## src/rtl/stencil_stream_pkg.sv

```systemverilog
// -----------------------------------------------------------------------------
// stencil_stream_pkg
// Shared types and default geometry for the stencil output stream.
//   stencil_beat_t : one buffered output beat {data, eol, last}
//   COL_W / ROW_W  : raster counter widths for the default image size
// -----------------------------------------------------------------------------
package stencil_stream_pkg;

    localparam int BEAT_WIDTH     = 16;
    localparam int DEF_IMG_W      = 64;
    localparam int DEF_IMG_H      = 64;
    localparam int DEF_COL_MIN    = 4;
    localparam int DEF_ROW_MIN    = 4;
    localparam int DEF_FIFO_DEPTH = 4;

    localparam int COL_W = $clog2(DEF_IMG_W);
    localparam int ROW_W = $clog2(DEF_IMG_H);

    typedef struct packed {
        logic [BEAT_WIDTH-1:0] data;
        logic                  eol;
        logic                  last;
    } stencil_beat_t;

endpackage

```

## src/rtl/stencil_out_fifo.sv

```systemverilog
// -----------------------------------------------------------------------------
// stencil_out_fifo
// Small synchronous first-word-fall-through FIFO of stencil_beat_t.
// A beat written in cycle t is visible on head in cycle t+1.
// Ports:
//   clk, srst  : clock, synchronous active-high reset
//   push, beat : write beat when push && !full
//   pop        : discard head when pop && count != 0
//   head       : current head beat, all-zero when empty
//   full       : count == DEPTH
//   count      : occupancy, $clog2(DEPTH)+1 bits
// -----------------------------------------------------------------------------
module stencil_out_fifo
    import stencil_stream_pkg::*;
#(
    parameter int DEPTH = DEF_FIFO_DEPTH
) (
    input  logic                     clk,
    input  logic                     srst,
    input  logic                     push,
    input  stencil_beat_t            beat,
    input  logic                     pop,
    output stencil_beat_t            head,
    output logic                     full,
    output logic [$clog2(DEPTH):0]   count
);

    localparam int AW = $clog2(DEPTH);

    stencil_beat_t  mem [DEPTH];
    logic [AW-1:0]  wr_ptr_reg;
    logic [AW-1:0]  rd_ptr_reg;
    logic [AW:0]    count_reg;

    logic           do_push;
    logic           do_pop;
    logic           empty;

    assign full    = (count_reg == (AW+1)'(DEPTH));
    assign empty   = (count_reg == '0);
    assign do_push = push && !full;
    assign do_pop  = pop && !empty;
    assign count   = count_reg;

    // Storage carries no reset; occupancy alone decides what is valid.
    always_ff @(posedge clk) begin
        if (do_push) begin
            mem[wr_ptr_reg] <= beat;
        end
    end

    // Pointers are power-of-two wide, so they wrap modulo DEPTH by overflow.
    always_ff @(posedge clk) begin
        if (srst) begin
            wr_ptr_reg <= '0;
            rd_ptr_reg <= '0;
            count_reg  <= '0;
        end else begin
            if (do_push) begin
                wr_ptr_reg <= wr_ptr_reg + 1'b1;
            end
            if (do_pop) begin
                rd_ptr_reg <= rd_ptr_reg + 1'b1;
            end
            case ({do_push, do_pop})
                2'b10:   count_reg <= count_reg + 1'b1;
                2'b01:   count_reg <= count_reg - 1'b1;
                default: count_reg <= count_reg;
            endcase
        end
    end

    assign head = empty ? stencil_beat_t'('0) : mem[rd_ptr_reg];

endmodule

```

## src/rtl/stencil_out_stream.sv

```systemverilog
// -----------------------------------------------------------------------------
// stencil_out_stream
// Reader end of the stencil pipeline: accepts one kernel result per beat,
// tracks raster position, drops warm-up / edge-straddling windows and emits
// the kept pixels as a valid/ready stream tagged with end-of-line and
// end-of-frame. Downstream backpressure turns into an upstream stall only
// for beats that would be kept.
// Ports:
//   clk, reset          : clock, synchronous active-high reset
//   in_valid, in_data   : upstream result, accepted when in_valid && in_ready
//   in_ready            : low only when the FIFO is full and this beat is kept
//   out_valid, out_data : head-of-FIFO beat (data forced 0 when empty)
//   out_eol, out_last   : head beat ends its row / ends the frame
//   out_ready           : downstream takes head when out_valid && out_ready
//   stall_cycles        : only with STENCIL_OUT_PERF_EN defined; saturating
//                         count of cycles with in_valid && !in_ready
// WIDTH must equal the package BEAT_WIDTH since the beat struct is shared.
// -----------------------------------------------------------------------------
module stencil_out_stream
    import stencil_stream_pkg::*;
#(
    parameter int WIDTH      = BEAT_WIDTH,
    parameter int IMG_W      = DEF_IMG_W,
    parameter int IMG_H      = DEF_IMG_H,
    parameter int COL_MIN    = DEF_COL_MIN,
    parameter int ROW_MIN    = DEF_ROW_MIN,
    parameter int FIFO_DEPTH = DEF_FIFO_DEPTH
) (
    input  logic             clk,
    input  logic             reset,
    input  logic             in_valid,
    input  logic [WIDTH-1:0] in_data,
    output logic             in_ready,
    output logic             out_valid,
    output logic [WIDTH-1:0] out_data,
    output logic             out_eol,
    output logic             out_last,
    input  logic             out_ready
`ifdef STENCIL_OUT_PERF_EN
    ,
    output logic [31:0]      stall_cycles
`endif
);

    localparam int CW = $clog2(IMG_W);
    localparam int RW = $clog2(IMG_H);
    localparam int FW = $clog2(FIFO_DEPTH) + 1;

    logic [CW-1:0]  col_reg;
    logic [RW-1:0]  row_reg;

    logic           keep;
    logic           col_last;
    logic           row_last;
    logic           accept;
    logic           push;
    logic           pop;

    stencil_beat_t  push_beat;
    stencil_beat_t  head_beat;
    logic           fifo_full;
    logic [FW-1:0]  fifo_count;

    // Keep decision comes from the position of the next beat to be accepted,
    // independent of in_valid, so in_ready is stable ahead of the beat.
    assign keep     = (col_reg >= CW'(COL_MIN)) && (row_reg >= RW'(ROW_MIN));
    assign col_last = (col_reg == CW'(IMG_W - 1));
    assign row_last = (row_reg == RW'(IMG_H - 1));

    // Dropped beats never stall; no look-through of a same-cycle pop.
    assign in_ready = !fifo_full || !keep;
    assign accept   = in_valid && in_ready;
    assign push     = accept && keep;
    assign pop      = out_valid && out_ready;

    always_ff @(posedge clk) begin
        if (reset) begin
            col_reg <= '0;
            row_reg <= '0;
        end else if (accept) begin
            if (col_last) begin
                col_reg <= '0;
                row_reg <= row_last ? '0 : row_reg + 1'b1;
            end else begin
                col_reg <= col_reg + 1'b1;
            end
        end
    end

    always_comb begin
        push_beat      = '0;
        push_beat.data = in_data;
        push_beat.eol  = col_last;
        push_beat.last = col_last && row_last;
    end

    stencil_out_fifo #(
        .DEPTH (FIFO_DEPTH)
    ) u_fifo (
        .clk   (clk),
        .srst  (reset),
        .push  (push),
        .beat  (push_beat),
        .pop   (pop),
        .head  (head_beat),
        .full  (fifo_full),
        .count (fifo_count)
    );

    // Head is already zeroed by the FIFO when empty.
    assign out_valid = (fifo_count != '0);
    assign out_data  = head_beat.data;
    assign out_eol   = head_beat.eol;
    assign out_last  = head_beat.last;

`ifdef STENCIL_OUT_PERF_EN
    logic [31:0] stall_cycles_reg;

    always_ff @(posedge clk) begin
        if (reset) begin
            stall_cycles_reg <= '0;
        end else if (in_valid && !in_ready && (stall_cycles_reg != 32'hFFFF_FFFF)) begin
            stall_cycles_reg <= stall_cycles_reg + 32'd1;
        end
    end

    assign stall_cycles = stall_cycles_reg;
`endif

endmodule

```

## config.mk

```make
export PLATFORM = sky130hd
export DESIGN_NAME = stencil_out_stream
export DESIGN_NICKNAME = d
export VERILOG_FILES = /design/src/rtl/stencil_stream_pkg.sv /design/src/rtl/stencil_out_fifo.sv /design/src/rtl/stencil_out_stream.sv
export SDC_FILE = /design/constraint.sdc
export NUM_CORES = 1
export LEC_CHECK = 0
export BUFFER_PORTS_ARGS = -buffer_cell sky130_fd_sc_hd__buf_2
export CAP_MARGIN = 20
export CORE_MARGIN = 8
export CORE_UTILIZATION = 40
export DETAILED_ROUTE_END_ITERATION = 6
export PLACE_DENSITY = 0.67
export SLEW_MARGIN = 5
export SYNTH_ARGS = -nofsm -noshare
export SYNTH_HDL_FRONTEND = slang
export SYNTH_SLANG_ARGS = --single-unit
```

## constraint.sdc

```tcl
create_clock -name clk -period 3.2 [get_ports clk]
set_input_delay 0.48 -clock clk [delete_from_list [all_inputs] [get_ports clk]]
set_output_delay 0.48 -clock clk [all_outputs]
set_load 0.02 [all_outputs]
```

# Word-level counts from Yosys, hierarchy flattened
# Memories as Yosys holds them, arrays and structs flattened. A register that Yosys moved wholly into a read port is not among the register bits.
# Index checks and enable logic that the tools add are counted.
# totals
reg_bits	19
mem_bits_rw	72
in_bits	20
output_inout_bits	20
elab_cells	42
mem_count	1
# mem_list
name	depth	word_bits	read_ports	rd_ports_with_merged_regs	wr	line_no	rtl
u_fifo.mem	4	18	1	1	1	stencil_out_fifo.sv:30	stencil_beat_t mem [DEPTH];
# op_classes
n_addsub	6
order_cmp	2
n_eq_ne	5
mux	8
n_reduce_logical	15
# op_table
op	n
$mux 18	1
$add 6x1->6 const B	2
$eq 6x6->1 const B	2
$ge 6x3->1 const B	2
$mux 6	2
$logic_and 1x1->1	7
$pmux 3 s2	1
$add 2x1->2 const B	2
$mux 2	2
$add 3x1->3 const B	1
$eq 3x3->1 const B	1
$logic_not 1->1	3
$logic_not 3->1	1
$reduce_bool 3->1	1
$sub 3x1->3 const B	1
$eq 2x1->1 const B	1
$eq 2x2->1 const B	1
$mux 1	2
$reduce_and 2->1	1
$reduce_bool 2->1	1
$logic_or 1x1->1	1

# Depth between registers and ports, before layout
# depth
depth_word	9
ltp_mapped	10
depth_no_buf	9

# Modules after synthesis
# A second synthesis with hierarchy kept.
# hier_totals
cells_unflattened	256
hier_area_um2	4017.6
# by_module_without_submodules
module	n_inst	cells_per_inst	area_each_um2	seq_area_each_um2
stencil_out_fifo	1	168	3249.4	2342.2
stencil_out_stream	1	88	768.2	240.2

# Worst setup path before layout
# OpenSTA, ideal clock, no wires.
# synth_timing
path_type	reg-to-reg
from	register col_reg[5]
to	register u_fifo.count_reg[2], in the netlist u_fifo.count[2]
setup_time_ns	0.070
arrival_ns	2.362
required_ns	3.130
slack_ns	0.768
stages_incl_launch_ff	11
path_buffers	1
period_less_slack_ns	2.432
cell_sequence	dfxtp_1 -> nor4_4 -> and4bb_2 -> clkbuf_1 -> inv_1 -> ha_1 -> inv_1 -> fa_1 -> xor2_1 -> or3_1 -> a21oi_1
# synth_via
elab_chain_cells	9
word_cells_on_any_way	11
# synth_lines
element	line_no	rtl
start, declared	stencil_out_stream.sv:49	logic [CW-1:0] col_reg;
start signal, assigned	stencil_out_stream.sv:85	col_reg <= col_reg + 1'b1;
$ge 6x3->1 (*)	stencil_out_stream.sv:66	assign keep = (col_reg >= CW'(COL_MIN)) && (row_reg >= RW'(ROW_MIN));
$logic_and 1x1->1 (*)	stencil_out_stream.sv:66	
$logic_not 1->1	stencil_out_stream.sv:71	assign in_ready = !fifo_full || !keep;
$logic_or 1x1->1	stencil_out_stream.sv:71	
$logic_and 1x1->1	stencil_out_stream.sv:72	assign accept = in_valid && in_ready;
$logic_and 1x1->1 (*)	stencil_out_stream.sv:73	assign push = accept && keep;
$logic_and 1x1->1 (*)	stencil_out_fifo.sv:41	assign do_push = push && !full;
$eq 2x1->1 / $eq 2x2->1 (equally long branches)	stencil_out_fifo.sv:65	case ({do_push, do_pop})
$pmux 3 s2 / $reduce_bool 2->1 (equally long branches)	--	
end signal, assigned	stencil_out_fifo.sv:66	2'b10: count_reg <= count_reg + 1'b1;
end signal, assigned	stencil_out_fifo.sv:67	2'b01: count_reg <= count_reg - 1'b1;
end signal, assigned	stencil_out_fifo.sv:68	default: count_reg <= count_reg;
end, declared	stencil_out_fifo.sv:33	logic [AW:0] count_reg;
# Every way passes the cells marked *; elsewhere a longest branch is shown, timed or not.
# A chain may end at the register's enable or synchronous reset.

==> results.yml <==
power:
  swShare: 0.200
  leakagePower_uw: 0.00159
  pwr_density_cell_nw_per_um2: 491
  internal-power_uw: 1760
  ir_worst_vdd_mv: 0.173
  p_total_uw: 2200
  p_comb_frac: 0.017
  seqPwrFrac: 0.591
  power_frac_clock: 0.392
  netSwitchingPower_uw: 439
yosys:
  ys_warn_count: 0
  yosysUniqueCellTypes: 41
  ys_ff_latch: 93
  async_flop_share: 0
  synthesis.nets: 279
  synth_edf_count: 72
  avgSynthCellArea_um2: 15.6
  synth-seq-area-share: 0.663
  ys.flop_type: "edfxtp_1"
  syn_inst: 249
  syn_area_um2: 3890
detailed_routing:
  drtIter0Drc: 111
  vias: 2119
  antenna_left: 0
  via_per_inst: 4.89
  drc: 0
  wirelength_um: 6990
  wl_per_cell_um: 16.2
  first_pass_iters: 4
layout:
  syn2layout_area_growth_pct: 14.8
  final_nets: 325
  largest_reg_flops: 72
  drive_gt1_frac: 0.297
  seqCellArea_um2: 2580
  multi_input_area_um2: 1200
  fillers: 857
  final_cell_mix: "edfxtp_1 (72), buf_2 (39), and2_1 (23), dfxtp_1 (21), mux4_2 (18)"
  diodes: 0
  final_common_cell: "edfxtp_1"
die:
  rows: 36
  coreArea_um2: 9590
  boundaryPins: 40
  die_h_um: 115
  chipWidth_um: 115
  die_area_um2: 13100
  initial_utilization: 0.406
critical_path:
  crit_path_start_kind: "flip-flop"
  timing.rr.start: "col_reg[5]"
  slowest_delay_ns: 0.54
  crit_buf_inv: 2
  end_kind: "output port"
  crit_required_ns: 2.72
  critical_path_class: "reg -> out"
  cp_max_fo: 15
  worstPathCellList: "buf_4 > mux4_2 > and2_1 > buf_2"
  crit_slowest_cell: "mux4_2"
  arrival_ns: 2.07
  critPathTopFamily: "multiplexers"
min_path:
  hold_class: "in -> reg"
  hp-start: "in_data[10]"
sta:
  relSlewSlack: 0.592
  period_needed_ns: 2.55
  finalSetupViolCount: 0
  tightest_slew_ns: 0.612
  report.final.slew_viol_count: 0
  fmax_mhz: 393
  skew_ns: 0.0109
  setup_tns_ns: 0
  hold_violations: 0
  fin_crit_sh: 0.795
  rsz0062_at_grt: "false"
placed_design:
  place.gp.congestion: 0.774
  hpwl_um: 4610
  port-buffer-count: 39
global_route:
  overflow: 0
  grt_pass1_wl_um: 11100
  gr-usage-all-layers: 0.113
  grt_max_degree: 22
  grt_pass1_vias: 2137
  antenna_found_initial: 0
clocking:
  cts_tree: "done"
  cts_resized: 0
  cts_max_path_buffers: 2
  clk_pin_slew_ns: 0.09
  clock_latency_ns: 0.36
  htree_levels: 3
  hold_buffers: 0
  ctsRootBufferMaster: "clkbuf_8"
  cts_setup_buffers: 0
  cts_num_sinks: 93
  numCtsBuffers: 9
run_status:
  status: "finished, final reports clean"
job:
  max_cap_violations: 0
[logic make-up after synthesis]
group	after synthesis	share of synthesized area
buf+inv	25	0.0286
compound gates	26	0.0440
mux	19	0.107
xor+xnor	5	0.0113
flops	93	0.663
fa+ha+maj	10	0.0341
simple gates	71	0.112
[per-layer routing]
| metal | GRT usage | wire [µm] | up-vias |
|---|---|---|---|
| li1 | - | - | 1031 |
| met3 | 0.0253 | 359 | 9 |
| met5 | 0 | 0 | - |
| met2 | 0.188 | 3320 | 39 |
| met4 | 0.0586 | 91 | 0 |
| met1 | 0.134 | 3220 | 1040 |
[synth_stat cells (2+ instances only)]
cell      number  share of area
a21oi_1       11          0.014
and2_1        23          0.037
and3_1         2         0.0032
and3_2         2         0.0039
buf_4          2         0.0039
clkbuf_1       6         0.0058
dfxtp_1       21           0.11
edfxtp_1      72           0.56
ha_1           9          0.029
inv_1         14          0.014
mux4_2        18           0.10
nand2_1        8         0.0077
nand3_1       10          0.013
nor2_1         9         0.0087
nor3_1         2         0.0026
nor4_4         2          0.011
o21ai_0        6         0.0077
or3_1          6         0.0096
xnor2_1        2         0.0045
xor2_1         3         0.0068
[worst register-to-register path, stage by stage (launching register included)]
cell and delay (ns):
dfxtp_1 0.40, nor4_4 0.43, and4bb_2 0.35, inv_1 0.07, ha_1 0.18, inv_1 0.06, fa_1 0.37, xor2_1 0.16
or3_1 0.30, a21oi_1 0.15
[through the flow]
step / std cells / setup WS [ns] / util / cell area, µm² / hold slack [ns]
finish: 433 / 0.655 / 0.466 / 4470 / 0.333
global route: 433 / 0.501 / 0.466 / 4470 / 0.324
CTS: 433 / 0.565 / 0.466 / 4470 / 0.312
detailed placement: 417 / 0.702 / 0.443 / 4250 / 0.481
global placement: 417 / 0.782 / 0.443 / 4250 / 0.481
floorplan: 249 / 0.768 / - / 3890 / 0.462
[power groups by stage]
stage / Combinational (µW) / Clock, µW / Sequential, µW
final: 36.3 / 862 / 1300
after CTS: 37.0 / 883 / 1300
after global placement: 34.8 / 0 / 1330
after detailed placement: 36.8 / 0 / 1330
after floorplan: 14.1 / 0 / 1330
after global routing: 41.3 / 934 / 1300
[final timing paths]
kind,endpoint,slack [ns],depth (start not counted)
max,out_data[9],0.65,4
min,u_fifo.mem[3][12],0.33,1
max reg2reg,u_fifo.count[2],0.65,9
min reg2reg,col_reg[1],0.49,2
[final cells by class]
type | count | share of cell area
timing repair buffer | 46 | 0.0554
sequential | 93 | 0.578
tap | 133 | 0.0372
clock buffer | 10 | 0.0286
multi-input combinational | 131 | 0.268
inverter | 14 | 0.0118
clock inverter | 6 | 0.0210
No activity file was read; power rests on OpenSTA's default activity.
